[config.mk]
export PLATFORM = sky130hd
export DESIGN_NAME = audio_burst_reader
export DESIGN_NICKNAME = d
export VERILOG_FILES = /design/src/rtl/audio_burst_reader.sv
export SDC_FILE = /design/constraint.sdc
export NUM_CORES = 1
export LEC_CHECK = 0
export ABC_AREA = 1
export CAP_MARGIN = 10
export CORE_ASPECT_RATIO = 0.5
export CORE_MARGIN = 2
export CORE_UTILIZATION = 50
export CTS_BUF_LIST = sky130_fd_sc_hd__clkbuf_8
export DETAILED_ROUTE_END_ITERATION = 12
export GPL_TIMING_DRIVEN = 0
export MAX_ROUTING_LAYER = met4
export PLACE_DENSITY_LB_ADDON = 0.3
export SYNTH_ARGS = -nofsm -noshare
export SYNTH_HDL_FRONTEND = slang
export SYNTH_SLANG_ARGS = --single-unit
[constraint.sdc]
create_clock -name clk_clk -period 8.05 [get_ports clk_clk]
set_input_delay 1.61 -clock clk_clk [delete_from_list [all_inputs] [get_ports clk_clk]]
set_output_delay 1.61 -clock clk_clk [all_outputs]
set_load 0.01 [all_outputs]
[src/rtl/audio_burst_reader.sv]
// audio_burst_reader: Avalon-MM burst read master that streams a word range
// from sample storage through a show-ahead FIFO onto a valid/ready stream.
// Supports one-shot and looped playback plus abort.
module audio_burst_reader #(
    parameter int ADDR_W     = 19,
    parameter int DATA_W     = 32,
    parameter int BURST_MAX  = 8,
    parameter int FIFO_DEPTH = 16
) (
    input  logic                          clk_clk,
    input  logic                          reset_reset_n,
    input  logic                          start,
    input  logic                          stop,
    input  logic                          loop_en,
    input  logic [ADDR_W-1:0]             start_addr,
    input  logic [ADDR_W-1:0]             num_words,
    output logic                          busy,
    output logic                          done,
    output logic [ADDR_W-1:0]             avm_address,
    output logic                          avm_read,
    output logic [3:0]                    avm_burstcount,
    input  logic [DATA_W-1:0]             avm_readdata,
    input  logic                          avm_waitrequest,
    input  logic                          avm_readdatavalid,
    output logic [DATA_W-1:0]             sample_data,
    output logic                          sample_valid,
    input  logic                          sample_ready,
    output logic [$clog2(FIFO_DEPTH):0]   fifo_level
);
    localparam int PW = $clog2(FIFO_DEPTH);
    localparam int LW = PW + 1;

    typedef enum logic [2:0] {S_IDLE, S_REQ, S_DATA, S_DRAIN, S_FLUSH} state_t;

    state_t              r_state, w_state_nxt;
    logic [ADDR_W-1:0]   r_cur_addr, r_remaining, r_base_addr, r_base_num;
    logic [3:0]          r_beats_left;
    logic                r_busy, r_done;
    logic [DATA_W-1:0]   r_mem [FIFO_DEPTH];
    logic [PW-1:0]       r_wptr, r_rptr;
    logic [LW-1:0]       r_count;

    logic [3:0]          w_blen;
    logic [LW-1:0]       w_free;
    logic                w_start_ok, w_zero_start, w_accept, w_last_beat, w_reload;
    logic                w_push, w_pop, w_clear;

    assign w_blen       = (r_remaining >= ADDR_W'(BURST_MAX)) ? 4'(BURST_MAX) : r_remaining[3:0];
    assign w_free       = LW'(FIFO_DEPTH) - r_count;
    assign w_start_ok   = (r_state == S_IDLE) && start && !r_busy;
    assign w_zero_start = w_start_ok && (num_words == '0);
    assign w_accept     = avm_read && !avm_waitrequest;
    assign w_last_beat  = avm_readdatavalid && (r_beats_left == 4'd1);
    assign w_reload     = (r_state == S_DATA) && !stop && w_last_beat &&
                          (r_remaining == '0) && loop_en;

    // Output pops are suppressed while flushing so the sink never sees stale words.
    assign sample_valid   = (r_count != '0) && (r_state != S_FLUSH);
    assign sample_data    = (r_count != '0) ? r_mem[r_rptr] : '0;
    assign w_pop          = sample_valid && sample_ready;
    assign fifo_level     = r_count;
    assign busy           = r_busy;
    assign done           = r_done;
    assign avm_address    = r_cur_addr;
    assign avm_burstcount = w_blen;

    // FSM state register
    always_ff @(posedge clk_clk or negedge reset_reset_n) begin
        if (!reset_reset_n) r_state <= S_IDLE;
        else                r_state <= w_state_nxt;
    end

    // Next state, read request, FIFO push/clear strobes
    always_comb begin
        w_state_nxt = r_state;
        avm_read    = 1'b0;
        w_push      = 1'b0;
        w_clear     = 1'b0;
        case (r_state)
            S_IDLE: begin
                if (w_start_ok && (num_words != '0)) w_state_nxt = S_REQ;
            end
            S_REQ: begin
                if (stop) begin
                    w_clear     = 1'b1;
                    w_state_nxt = S_IDLE;
                end else begin
                    // free space only grows in REQ, so once raised the request stays up
                    avm_read = (LW'(w_blen) <= w_free);
                    if (avm_read && !avm_waitrequest) w_state_nxt = S_DATA;
                end
            end
            S_DATA: begin
                if (stop) begin
                    w_state_nxt = S_FLUSH;
                end else begin
                    w_push = avm_readdatavalid;
                    if (w_last_beat)
                        w_state_nxt = ((r_remaining != '0) || loop_en) ? S_REQ : S_DRAIN;
                end
            end
            S_DRAIN: begin
                if (stop) begin
                    w_clear     = 1'b1;
                    w_state_nxt = S_IDLE;
                end else if (r_count == '0) begin
                    w_state_nxt = S_IDLE;
                end
            end
            S_FLUSH: begin
                if ((r_beats_left == '0) || w_last_beat) begin
                    w_clear     = 1'b1;
                    w_state_nxt = S_IDLE;
                end
            end
            default: w_state_nxt = S_IDLE;
        endcase
    end

    // busy covers start..IDLE; a zero-length start gives a one-cycle busy with done
    always_ff @(posedge clk_clk or negedge reset_reset_n) begin
        if (!reset_reset_n) begin
            r_busy <= 1'b0;
            r_done <= 1'b0;
        end else begin
            r_busy <= (w_state_nxt != S_IDLE) || w_zero_start;
            r_done <= w_zero_start || ((r_state == S_DRAIN) && !stop && (r_count == '0));
        end
    end

    // Address/length bookkeeping and per-burst beat counter
    always_ff @(posedge clk_clk or negedge reset_reset_n) begin
        if (!reset_reset_n) begin
            r_cur_addr   <= '0;
            r_remaining  <= '0;
            r_base_addr  <= '0;
            r_base_num   <= '0;
            r_beats_left <= '0;
        end else begin
            if (w_start_ok) begin
                r_cur_addr  <= start_addr;
                r_remaining <= num_words;
                r_base_addr <= start_addr;
                r_base_num  <= num_words;
            end
            if (w_accept) begin
                r_cur_addr   <= r_cur_addr + ADDR_W'(w_blen);
                r_remaining  <= r_remaining - ADDR_W'(w_blen);
                r_beats_left <= w_blen;
            end else if (((r_state == S_DATA) || (r_state == S_FLUSH)) &&
                         avm_readdatavalid && (r_beats_left != '0)) begin
                r_beats_left <= r_beats_left - 4'd1;
            end
            if (w_reload) begin
                r_cur_addr  <= r_base_addr;
                r_remaining <= r_base_num;
            end
        end
    end

    // FIFO pointers and occupancy
    always_ff @(posedge clk_clk or negedge reset_reset_n) begin
        if (!reset_reset_n) begin
            r_wptr  <= '0;
            r_rptr  <= '0;
            r_count <= '0;
        end else if (w_clear) begin
            r_wptr  <= '0;
            r_rptr  <= '0;
            r_count <= '0;
        end else begin
            if (w_push) r_wptr <= r_wptr + 1'b1;
            if (w_pop)  r_rptr <= r_rptr + 1'b1;
            r_count <= r_count + LW'(w_push) - LW'(w_pop);
        end
    end

    // FIFO storage (no reset; unread entries are masked at the output)
    always_ff @(posedge clk_clk) begin
        if (w_push) r_mem[r_wptr] <= avm_readdata;
    end
endmodule

Yosys cells after proc, flatten, opt, wreduce, memory -nomap -nowiden --
Memories as Yosys holds them, arrays and structs flattened. Cells that the tools add are included.
Cells by class: reduce and logical (&&, ||, !) cells 40, $lt $le $gt $ge 2, multiplexer cells 34, equality and inequality tests 6, add/subtract/negate cells 8
Operator list (count):
- 19-bit two-way mux | 6
- 19-bit zero test | 2
- 19-bit nonzero test | 2
- 32-bit two-way mux | 1
- 4-bit two-way mux | 7
- 3-bit two-way mux | 8
- 19-bit by 4-bit adder with 19-bit output | 1
- 19-bit by 4-bit greater-or-equal comparator with 1-bit output (second input constant) | 1
- 19-bit by 4-bit subtractor with 19-bit output | 1
- 1-bit logical AND | 17
- 3-bit one-hot mux with 5 select lines | 1
- 4-bit by 1-bit adder with 4-bit output (second input constant) | 2
- 1-bit two-way mux | 8
- 3-bit by 2-bit equality test with 1-bit output (second input constant) | 2
- 2-bit nonzero test | 3
- 3-bit nonzero test | 2
- 5-bit by 1-bit adder with 5-bit output | 1
- 4-bit by 5-bit <= comparator with 1-bit output | 1
- 5-bit zero test | 1
- 1-bit logical OR | 5
- 5-bit two-way mux | 1
- 5-bit nonzero test | 1
- 5-bit by 1-bit subtractor with 5-bit output | 1
- 5-bit subtractor (first input constant) | 1
- other kinds (12) | 14
Storage, ports and cells: memories kept 1, bits of input ports 78, register bits after elaboration 98, output and inout bits 64, RAM bits 512
Memory list:
- r_mem | words 16, bits a word 32, read ports 1, clocked after memory_dff 0, wr ports 1, RTL line 39 | logic [DATA_W-1:0] r_mem [FIFO_DEPTH];

Longest topological paths before layout --
depth after elaboration 9, mapped depth 20

Worst setup path after synthesis --
OpenSTA, ideal clock, no wires.
path type input to register, start point in stop, end point mem r_mem[15][0] (enable), library setup time 421 ps, data arrival time 3515 ps, path buffers 0, stages on the path 7, path slack 4114 ps, cells stage by stage inv_1 -> nand2_1 -> inv_1 -> nand2_1 -> inv_1 -> nand2_1 -> nor2_1
On the way: longest elaborated chain between the ends 4
Ends and longest elaborated chain:
- start: declaration | RTL line 13 | input logic stop,
- 1-bit two-way mux | RTL line 94 | if (stop) begin
- 1-bit two-way mux | RTL line 79 | case (r_state)
- 1-bit two-way mux | RTL line 180 | if (w_push) r_mem[r_wptr] <= avm_readdata;
- 1-bit two-way mux (not written as such) | RTL line 180
- end: declaration | RTL line 39
Every way passes these cells.

Worst setup path in the final report --
start point reg r_rptr[1], end point out sample_data[11]
On the way: longest elaborated chain between the ends 2
Ends and longest elaborated chain:
- start: declaration | RTL line 40 | logic [PW-1:0] r_wptr, r_rptr;
- start signal: assignment | RTL line 173 | if (w_pop) r_rptr <= r_rptr + 1'b1;
- memory 16 x 32 bit
- 32-bit two-way mux | RTL line 59 | assign sample_data = (r_count != '0) ? r_mem[r_rptr] : '0;
- end: declaration | RTL line 25 | output logic [DATA_W-1:0] sample_data,
Every way passes these cells.

==> impl_metrics.csv <==
group,metric,value,unit
cells_and_area,layout.filler_cells,4087,
cts,cts.sink_count,610,
critical_path,crit_family,"buffers and inverters",
cts,clk_path_buf_depth,3,
pwr,max-vdd-ir-drop,0.164,mV
critical_path,cp.arrival,4010,ps
drt,drt_iter0_markers,2793,
global_route,grt_pass1_wl,117,mm
floorplan,io-pin-count,142,
critical_path,worstRegToRegCells,18,
cells_and_area,nNetsFinal,2569,
yosys,ys_seq_elements,610,
critical_path,cp.required,6440,ps
pwr,power_density,350,mW/mm²
yosys,ys_types,44,
critical_path,regToRegStartpoint,"r_remaining[8]$_DFFE_PN0P_",
yosys,post_synth_inst_count,2217,
yosys,synthAdderAreaFrac,0.0141,
sta,period_share,0.698,
cells_and_area,final_common_cell,"edfxtp_1",
cts,clk_pin_slew,70,ps
critical_path,worst-path-buf-inv,4,
global_route,grt-ovfl-total,0,
floorplan,dieArea,0.0537,mm²
global_route,antenna_found_initial,0,
yosys,yosys.area_share.simple,0.113,
sta,slew_headroom,0.277,
drt,drcViolationCount,0,
cts,cts_hold_buf,0,
cells_and_area,area_growth,16.6,%
job,drv_cap,0,
cts,numCtsBuffers,86,
floorplan,core_region_area,0.0507,mm²
drt,dr.pass1.iters,6,
critical_path,worstSetupStartpointType,"flip-flop",
critical_path,critPathKind,"reg2out",
sta,setup-violations-final,0,
cells_and_area,layout-drive-gt1-share,0.0767,
cts,insertion_delay,710,ps
cts,post_cts_resized,0,
yosys,synth_compound_area_frac,0.134,
yosys,synth_top_family_by_area,"compound AO/OA/AOI/OAI gates",
cts,cts_tree,"done",
critical_path,r2r-end,"r_remaining[0]$_DFFE_PN0P_",
hold_path,hold_depth,2,
yosys,syn_area_per_cell,11.7,µm²
outcome,status,"complete, no violations",
critical_path,critPathCaptureType,"output pin",
drt,routed_wl,79.7,mm
critical_path,crit_fanout,10,
sta,tightest_slew,1080,ps
sta,skew,42.1,ps
hold_path,hold_end,"avm_address[3]$_DFFE_PN0P_",
sta,holdWs,484,ps
hold_path,hold_path_class,"reg2reg",
drt,routed-via-count,19600,
yosys,synth.mux.area_fraction,0,
drt,viasPerCell,6.08,
yosys,synth-xor-area-share,0.00847,
floorplan,start_util,0.510,
cts,postCtsSetupRepairBufs,0,
critical_path,crit_chain,"inv_1, clkbuf_1, clkbuf_1, o21ai_0, o221ai_1, o211ai_1, a21oi_1, clkdlybuf4s50_1",
sta,setup_tns,0,ps
yosys,synth-main-ff-cell,"edfxtp_1",
yosys,async_reset_ff_frac,0.161,
yosys,syn_nets,2323,
global_route,grt_pass1_vias,18800,
sta,fmax,178,MHz
global_route,grt_use_total,0.306,
yosys,yosysWarnings,0,
critical_path,cpMaxStageDelayCell,"clkbuf_1",
drt,wl_per_cell,24.8,µm
floorplan,rows,58,
critical_path,ff2ff_setup_slack,4080,ps
yosys,synthesis.area,0.0259,mm²
cells_and_area,layout_common_cells,"edfxtp_1 (512), nor2_1 (333), o21ai_0 (332)",
cts,htreeDepth,3,
sta,hold_viol_final,0,
placement,dp_hpwl,51.6,mm
drt,ant_nets,0,
cts,root_buffer,"clkbuf_8",
placement,numPortBuffers,141,
cells_and_area,antenna_cells,0,
sta,rsz0062_at_grt,"no",
floorplan,die_w,326,µm
yosys,synth_edf_count,512,
pwr,p_leak,10.7,nW
floorplan,die_height,165,µm
global_route,grt_max_degree,58,
sta,drv_slew,0,
yosys,ys_seq_area_frac,0.690,
sta,period_needed,5620,ps
critical_path,cp_common_cell,"clkbuf_1",
hold_path,min_from,"r_base_addr[3]$_DFFE_PN0P_",
placement,place_congestion,0.899,
critical_path,critPathMaxStageDelay,720,ps
## metal layers
layer  part of all wire  track usage  vias to the layer above
li1                   -            -                     8528
met4              0.035        0.115                        0
met1               0.39        0.401                     9502
met3               0.12       0.0628                      225
met5                  0            -                        -
met2               0.46        0.476                     1307
## cell type report
class	instances	area, µm²	area share
multi-input combinational	1348	7100	0.235
sequential	610	17800	0.591
inverter	124	468	0.0155
clock buffer	90	1240	0.0411
tap	690	863	0.0286
buffer	135	581	0.0193
clock inverter	65	314	0.0104
timing repair buffer	158	1760	0.0585
## metrics by stage
| step | setup WS, ps | utilization | area (µm²) | cells | power [W] |
|---|---|---|---|---|---|
| after global routing | 2360 | 0.595 | 30200 | 3220 | 0.0110 |
| after global placement | 1350 | 0.555 | 28100 | 3048 | 0.00811 |
| after floorplan | 4110 | - | 25900 | 2217 | 0.00628 |
| after detailed placement | 3280 | 0.565 | 28600 | 3065 | 0.00821 |
| after CTS | 2540 | 0.595 | 30200 | 3220 | 0.0105 |
| final | 2430 | 0.595 | 30200 | 3220 | 0.0105 |
## cell usage after synthesis (2+ instances only)
master | n | area (µm²)
edfxtp_1 | 512 | 15400
nor2_1 | 349 | 1310
o21ai_0 | 332 | 1660
nand2_1 | 229 | 860
inv_1 | 121 | 454
dfrtp_1 | 98 | 2450
clkbuf_1 | 97 | 364
nand3_1 | 94 | 470
o221ai_1 | 87 | 762
o211ai_1 | 54 | 405
a21oi_1 | 48 | 240
o22ai_1 | 43 | 269
buf_2 | 31 | 155
ha_1 | 26 | 325
xor2_1 | 21 | 184
o21ai_1 | 15 | 75.1
nand4_1 | 10 | 62.6
nor3_1 | 8 | 40.0
nor4_1 | 5 | 31.3
buf_6 | 4 | 45.0
xnor2_1 | 4 | 35.0
a211oi_1 | 2 | 15.0
a22oi_1 | 2 | 15.0
fa_1 | 2 | 40.0
nand3_4 | 2 | 35.0
nor2_2 | 2 | 12.5
nor3_2 | 2 | 20.0
## cell families (layout without fill, tap and decap cells)
kind of cell	count (synthesis)	after routing
adders and majority gates	28	28
buffers and inverters	259	572
xor gates and xnor gates	25	25
and+or+nand+nor	708	708
DFF	610	610
AOI/OAI and AO/OA	586	586
other	1	1
## sequential cells by signal, indices dropped and copies added (netlist names)
signal	flops
r_mem	512
avm_address	19
r_base_addr	19
r_base_num	19
r_remaining	19
fifo_level	5
r_beats_left	4
r_rptr	4
r_wptr	4
r_state	3
busy	1
done	1
## tightest hold or removal path: stages, from the launching register on
cell     delay (ps)
dfrtp_1         340
nand2_1          50
nand3_1          70
## power by group
part | switching, W | internal, W
Sequential | 0.000229 | 0.00367
Clock | 0.00124 | 0.00105
Combinational | 0.00290 | 0.00145
Total | 0.00437 | 0.00618
## worst max path at each step
stage	startpoint	end	slack [ps]	cells past startpoint
CTS	r_rptr[1]$_DFFE_PN0P_	sample_data[10]	2540	8
detailed placement	r_rptr[1]$_DFFE_PN0P_	sample_data[10]	3280	8
global placement	reset_reset_n	r_wptr[3]$_DFFE_PN0P_	1350	1
floorplan	stop	r_mem[15][0]$_DFFE_PP_	4110	7
finish	r_rptr[1]$_DFFE_PN0P_	sample_data[11]	2430	8
global route	r_rptr[1]$_DFFE_PN0P_	sample_data[11]	2360	8
No activity file was read; power rests on OpenSTA's default activity.
